--- config.mk ---
export PLATFORM = sky130hd
export DESIGN_NAME = ps2_key_decoder
export DESIGN_NICKNAME = d
export VERILOG_FILES = /design/src/rtl/ps2_key_decoder.sv
export SDC_FILE = /design/constraint.sdc
export NUM_CORES = 1
export LEC_CHECK = 0
export ABC_CLOCK_PERIOD_IN_PS = 6500
export CORE_UTILIZATION = 25
export CTS_CLUSTER_SIZE = 8
export DETAILED_ROUTE_END_ITERATION = 16
export PLACE_DENSITY_LB_ADDON = 0.2
export SLEW_MARGIN = 20
export SYNTH_ARGS = -nofsm -noshare
export SYNTH_HDL_FRONTEND = slang
export SYNTH_SLANG_ARGS = --single-unit
--- constraint.sdc ---
create_clock -name clk -period 6.5 [get_ports clk]
set_input_delay 1.3 -clock clk [delete_from_list [all_inputs] [get_ports clk]]
set_output_delay 1.3 -clock clk [all_outputs]
set_load 0.02 [all_outputs]
--- src/rtl/ps2_key_decoder.sv ---
// PS/2 set-2 scan-code decoder: tracks the E0/F0 prefixes and turns the byte
// stream into held direction levels, a space-held flag and a bomb-drop pulse.
// A timeout drops a half-received prefix sequence so a lost byte cannot wedge
// the decoder.
module ps2_key_decoder #(
  parameter int unsigned TIMEOUT_CYCLES = 250000,
  parameter bit          ENABLE_WASD    = 1'b1
) (
  input  logic       clk,
  input  logic       rst,
  input  logic [7:0] rx_data,
  input  logic       rx_valid,
  output logic       key_u,
  output logic       key_r,
  output logic       key_d,
  output logic       key_l,
  output logic       bomb_pulse,
  output logic       key_any
);

  localparam int unsigned CW = $clog2(TIMEOUT_CYCLES + 1);
  localparam logic [CW-1:0] TMAX = CW'(TIMEOUT_CYCLES);

  typedef enum logic [1:0] {
    IDLE    = 2'd0,
    EXT     = 2'd1,
    BRK     = 2'd2,
    EXT_BRK = 2'd3
  } state_t;

  // Held flags are packed as {U, R, D, L}.
  state_t          r_state;
  logic [CW-1:0]   r_cnt;
  logic [3:0]      r_arrow;
  logic [3:0]      r_wasd;
  logic            r_space;

  state_t          w_state_nx;
  logic [3:0]      w_arrow_nx;
  logic [3:0]      w_wasd_nx;
  logic            w_space_nx;
  logic            w_bomb_nx;
  logic            w_is_e0;
  logic            w_is_f0;
  logic            w_ext;
  logic            w_brk;
  logic            w_final;
  logic            w_make;

  // Decode the incoming byte against the current prefix state and derive the
  // next flag values. A byte arriving in the timeout cycle is handled from
  // the current state, so the timeout only applies in idle cycles.
  always_comb begin
    w_is_e0    = (rx_data == 8'hE0);
    w_is_f0    = (rx_data == 8'hF0);
    w_ext      = (r_state == EXT) || (r_state == EXT_BRK);
    w_brk      = (r_state == BRK) || (r_state == EXT_BRK);
    w_final    = rx_valid && !w_is_e0 && !w_is_f0;
    w_make     = !w_brk;
    w_state_nx = r_state;
    w_arrow_nx = r_arrow;
    w_wasd_nx  = r_wasd;
    w_space_nx = r_space;
    w_bomb_nx  = 1'b0;

    if (rx_valid) begin
      unique case (r_state)
        IDLE:    w_state_nx = w_is_e0 ? EXT : (w_is_f0 ? BRK : IDLE);
        EXT:     w_state_nx = w_is_f0 ? EXT_BRK : (w_is_e0 ? EXT : IDLE);
        BRK:     w_state_nx = w_is_e0 ? EXT_BRK : (w_is_f0 ? BRK : IDLE);
        EXT_BRK: w_state_nx = (w_is_e0 || w_is_f0) ? EXT_BRK : IDLE;
        default: w_state_nx = IDLE;
      endcase
    end else if (r_state != IDLE && r_cnt == TMAX) begin
      w_state_nx = IDLE;
    end

    if (w_final) begin
      if (w_ext) begin
        case (rx_data)
          8'h75:   w_arrow_nx[3] = w_make;
          8'h74:   w_arrow_nx[2] = w_make;
          8'h72:   w_arrow_nx[1] = w_make;
          8'h6B:   w_arrow_nx[0] = w_make;
          default: ;
        endcase
      end else begin
        case (rx_data)
          8'h1D:   if (ENABLE_WASD) w_wasd_nx[3] = w_make;
          8'h23:   if (ENABLE_WASD) w_wasd_nx[2] = w_make;
          8'h1B:   if (ENABLE_WASD) w_wasd_nx[1] = w_make;
          8'h1C:   if (ENABLE_WASD) w_wasd_nx[0] = w_make;
          8'h29: begin
            w_space_nx = w_make;
            w_bomb_nx  = w_make && !r_space;
          end
          default: ;
        endcase
      end
    end
  end

  // Register state, flags, timeout counter and the outputs together so the
  // outputs follow the final byte of a sequence by exactly one clock.
  always_ff @(posedge clk or negedge rst) begin
    if (!rst) begin
      r_state    <= IDLE;
      r_cnt      <= '0;
      r_arrow    <= '0;
      r_wasd     <= '0;
      r_space    <= 1'b0;
      key_u      <= 1'b0;
      key_r      <= 1'b0;
      key_d      <= 1'b0;
      key_l      <= 1'b0;
      bomb_pulse <= 1'b0;
      key_any    <= 1'b0;
    end else begin
      r_state <= w_state_nx;
      r_arrow <= w_arrow_nx;
      r_wasd  <= w_wasd_nx;
      r_space <= w_space_nx;

      if (rx_valid) begin
        r_cnt <= '0;
      end else if (r_state != IDLE && r_cnt != TMAX) begin
        r_cnt <= r_cnt + CW'(1);
      end

      key_u      <= w_arrow_nx[3] | w_wasd_nx[3];
      key_r      <= w_arrow_nx[2] | w_wasd_nx[2];
      key_d      <= w_arrow_nx[1] | w_wasd_nx[1];
      key_l      <= w_arrow_nx[0] | w_wasd_nx[0];
      bomb_pulse <= w_bomb_nx;
      key_any    <= (|(w_arrow_nx | w_wasd_nx)) | w_space_nx;
    end
  end

endmodule

==> results.md <==
* Final WS setup at 2720 ps
* Sequential share of power at 47.9%
* Leakage power at 0.894 nW
* Slowest CP cell: clkdlybuf4s50_1
* Status: finished clean
* Async S/R FF share, synth at 100%
* Die Area at 7410 µm²
* CTS buffer count at 5
* Commonest non-fill, non-tap cell in the layout: dfrtp_1
* Initial Util at 26.0%
* Hold EP: bomb_pulse
* EDFF count, synth at 0
* TNS Setup at 0 ps
* GPL Wtd Cong at 0.760
* GRT busiest layer: met2
* Post-detail-place hpwl at 2680 µm
* Count of final setup violators at 0
* Sw Ratio at 22.5%
* Clk buf depth at 2
* Pwr Density at 220 nW/µm²
* Flop2flop setup slack at 4200 ps
* Worst Skew at 6.00 ps
* DR WL/cell at 13.0 µm
* Min Tclk post-route at 3780 ps
* Rows at 30
* Worst r2r path cells at 5
* RSZ-0062 raised after global routing: no
* Most frequent cells in the layout: dfrtp_1 (35), nor2_1 (17), clkdlybuf4s50_1 (15), nand2_1 (11), o21ai_0 (11)
* Max_slew headroom at 40.7%
* Vias at 1,372
* # placed instances at 288
* Resized Gates After CTS at 0
* Hold depth at 1
* Share of cells above drive strength 1 at 8.00%
* GRT Util Overall at 11.6%
* Die X-Extent at 86.1 µm
* Fillers at 712
* Core Area at 6790 µm²
* Worst-path clk slew at 70 ps
* Die Y at 86.1 µm
* WS Path Type: input pin to flip-flop
* DRC Markers at 0
* Cell Int Power at 0.366 mW
* R2R Path Start: r_state[0]
* Max-Cap Viols at 0
* Worst-path maximum fanout at 24
* Register bit total from synthesis at 35
* Finished Cell Area at 2140 µm²
* Critical-path cell list: clkdlybuf4s50_1 > or3b_1 > or3_1 > nand2_1 > nand3_1 > or4_1
* Final wirelength at 3850 µm
* Worst R2R End: key_any
* Post-CTS Setup Repair Bufs at 0
* Hold_ws at 432 ps
* Seq/Total Area, Yosys at 49.5%
* Worst vdd ir at 0.0000681 V
* Mean Syn Cell Area at 9.82 µm²
* Switching pwr at 0.106 mW
* Clk sink count at 35
* Tcrit/Tclk final at 58.2%
* Ports at 17
* Max Slew Vio Count at 0
* Vias in the first global route at 1,328
* Fin util at 31.6%
* Layout Cells excl Fill at 296
* Synthesized net count at 193
* Post-CTS Hold Fix Bufs at 0
* Largest net degree at the start of global routing at 36
* CTS tree: yes
* Met2 Use GR at 17.8%
* Root Driver: clkbuf_8
* Fin nets at 212
* Clk_lat worst skew at 290 ps
* GRT overflow at 0
* Final Power at 0.472 mW
* Met1 Usage GRT at 15.4%
* DRT iter0 DRCs at 43
* Combinational Power Share at 8.6%
* Antenna diodes at 0
* I/O Buffers at 16
* Dpl ws at 2390 ps
* H-tree lvl count at 2
* Clk pwr share at 43.5%
* Grt met3 use at 3.95%
* Fmax at 264 MHz
* DRT Pass-1 Iters at 4
* Area Overhead vs Synth at 21.3%
* Placed Area at 2030 µm²
* Cells after synthesis at 180
* Hold Crit Start: r_space
* Critical path launch point type: input pin
* Antenna violations before repair at 0
* First-pass GRT wire length at 6530 µm
* Synth unique cells at 48
* Slowest Stage Delay on Critical Path at 1050 ps
* Final antenna-violating net count at 0
* Via density at 4.64
* CP Data Required Time at 6660 ps
* Final Hold Viols at 0
* Worst-Margin Slew at 887 ps
* Worst Path Arrival at 3940 ps
* Synth Cell Area at 1770 µm²
* Worst Setup End Kind: flip-flop
* Hold Path Class: flip-flop to flip-flop
* Ys Warns at 0
* Top FF cell, synth: dfrtp_1
[cells by family (layout without fill, tap and decap cells)]
logic type / after synthesis / in the layout / share of synthesized area, %
buffers and inverters: 11 / 31 / 2.41
adders and majority gates: 2 / 2 / 1.42
xor gates and xnor gates: 11 / 11 / 5.45
muxes: 2 / 2 / 1.20
DFF: 35 / 35 / 49.5
and+or+nand+nor: 82 / 82 / 26.6
AOI/OAI and AO/OA: 37 / 37 / 13.4
[metal layers]
layer	routed length, µm	share of wire (%)	vias to the layer above
met1	1970	51	648
met4	46	1.2	0
met3	149	3.9	5
met2	1680	44	21
li1	-	-	698
met5	0	0	-
[layout make-up]
cell class	instances	area (µm²)	share of cell area, %
clock buffer	6	82.6	3.85
multi-input combinational	134	850	39.6
timing repair buffer	16	155	7.23
inverter	7	26.3	1.23
sequential	35	876	40.8
tap	96	120	5.60
clock inverter	2	35.0	1.63
[power groups by stage]
stage | sequential, mW | combinational [mW] | clock, mW
finish | 0.226 | 0.0405 | 0.206
global route | 0.227 | 0.0448 | 0.226
CTS | 0.226 | 0.0415 | 0.215
detailed placement | 0.230 | 0.0413 | 0
global placement | 0.230 | 0.0419 | 0
floorplan | 0.235 | 0.0125 | 0
[synth_stat cells, drive strengths merged (5+ instances only)]
cell type | instances | area share, %
or4 | 6 | 2.8
xnor2 | 6 | 3.0
o21ai | 15 | 4.2
nor2 | 17 | 3.6
nand2 | 13 | 3.0
inv | 7 | 1.5
or3 | 9 | 3.2
xor2 | 5 | 2.5
nor3 | 5 | 1.4
a21oi | 6 | 1.7
dfrtp | 35 | 50
nand3 | 10 | 3.1
[worst max-delay path by stage]
stage          startpoint      end  slack (ps)  cells past startpoint
2_1_floorplan  rx_data[5]  key_any        3380                      5
3_3_place_gp     rx_valid  key_any        2390                      6
3_5_place_dp     rx_valid  key_any        2390                      6
4_1_cts          rx_valid  key_any        2690                      6
5_1_grt          rx_valid  key_any        2570                      6
6_report         rx_valid  key_any        2720                      6
[flip-flops by register name, indices dropped and copies added, names as in the netlist]
name / count
key_u: 1
r_arrow: 4
key_l: 1
key_r: 1
r_space: 1
bomb_pulse: 1
r_cnt: 18
key_d: 1
r_wasd: 4
r_state: 2
key_any: 1
[worst max-delay path: cells and delay by family]
family                 cells  cell delay (ps)
buffers and inverters      1             1050
AND/OR/NAND/NOR            5             1590
Power figures use the tool's default switching activity.
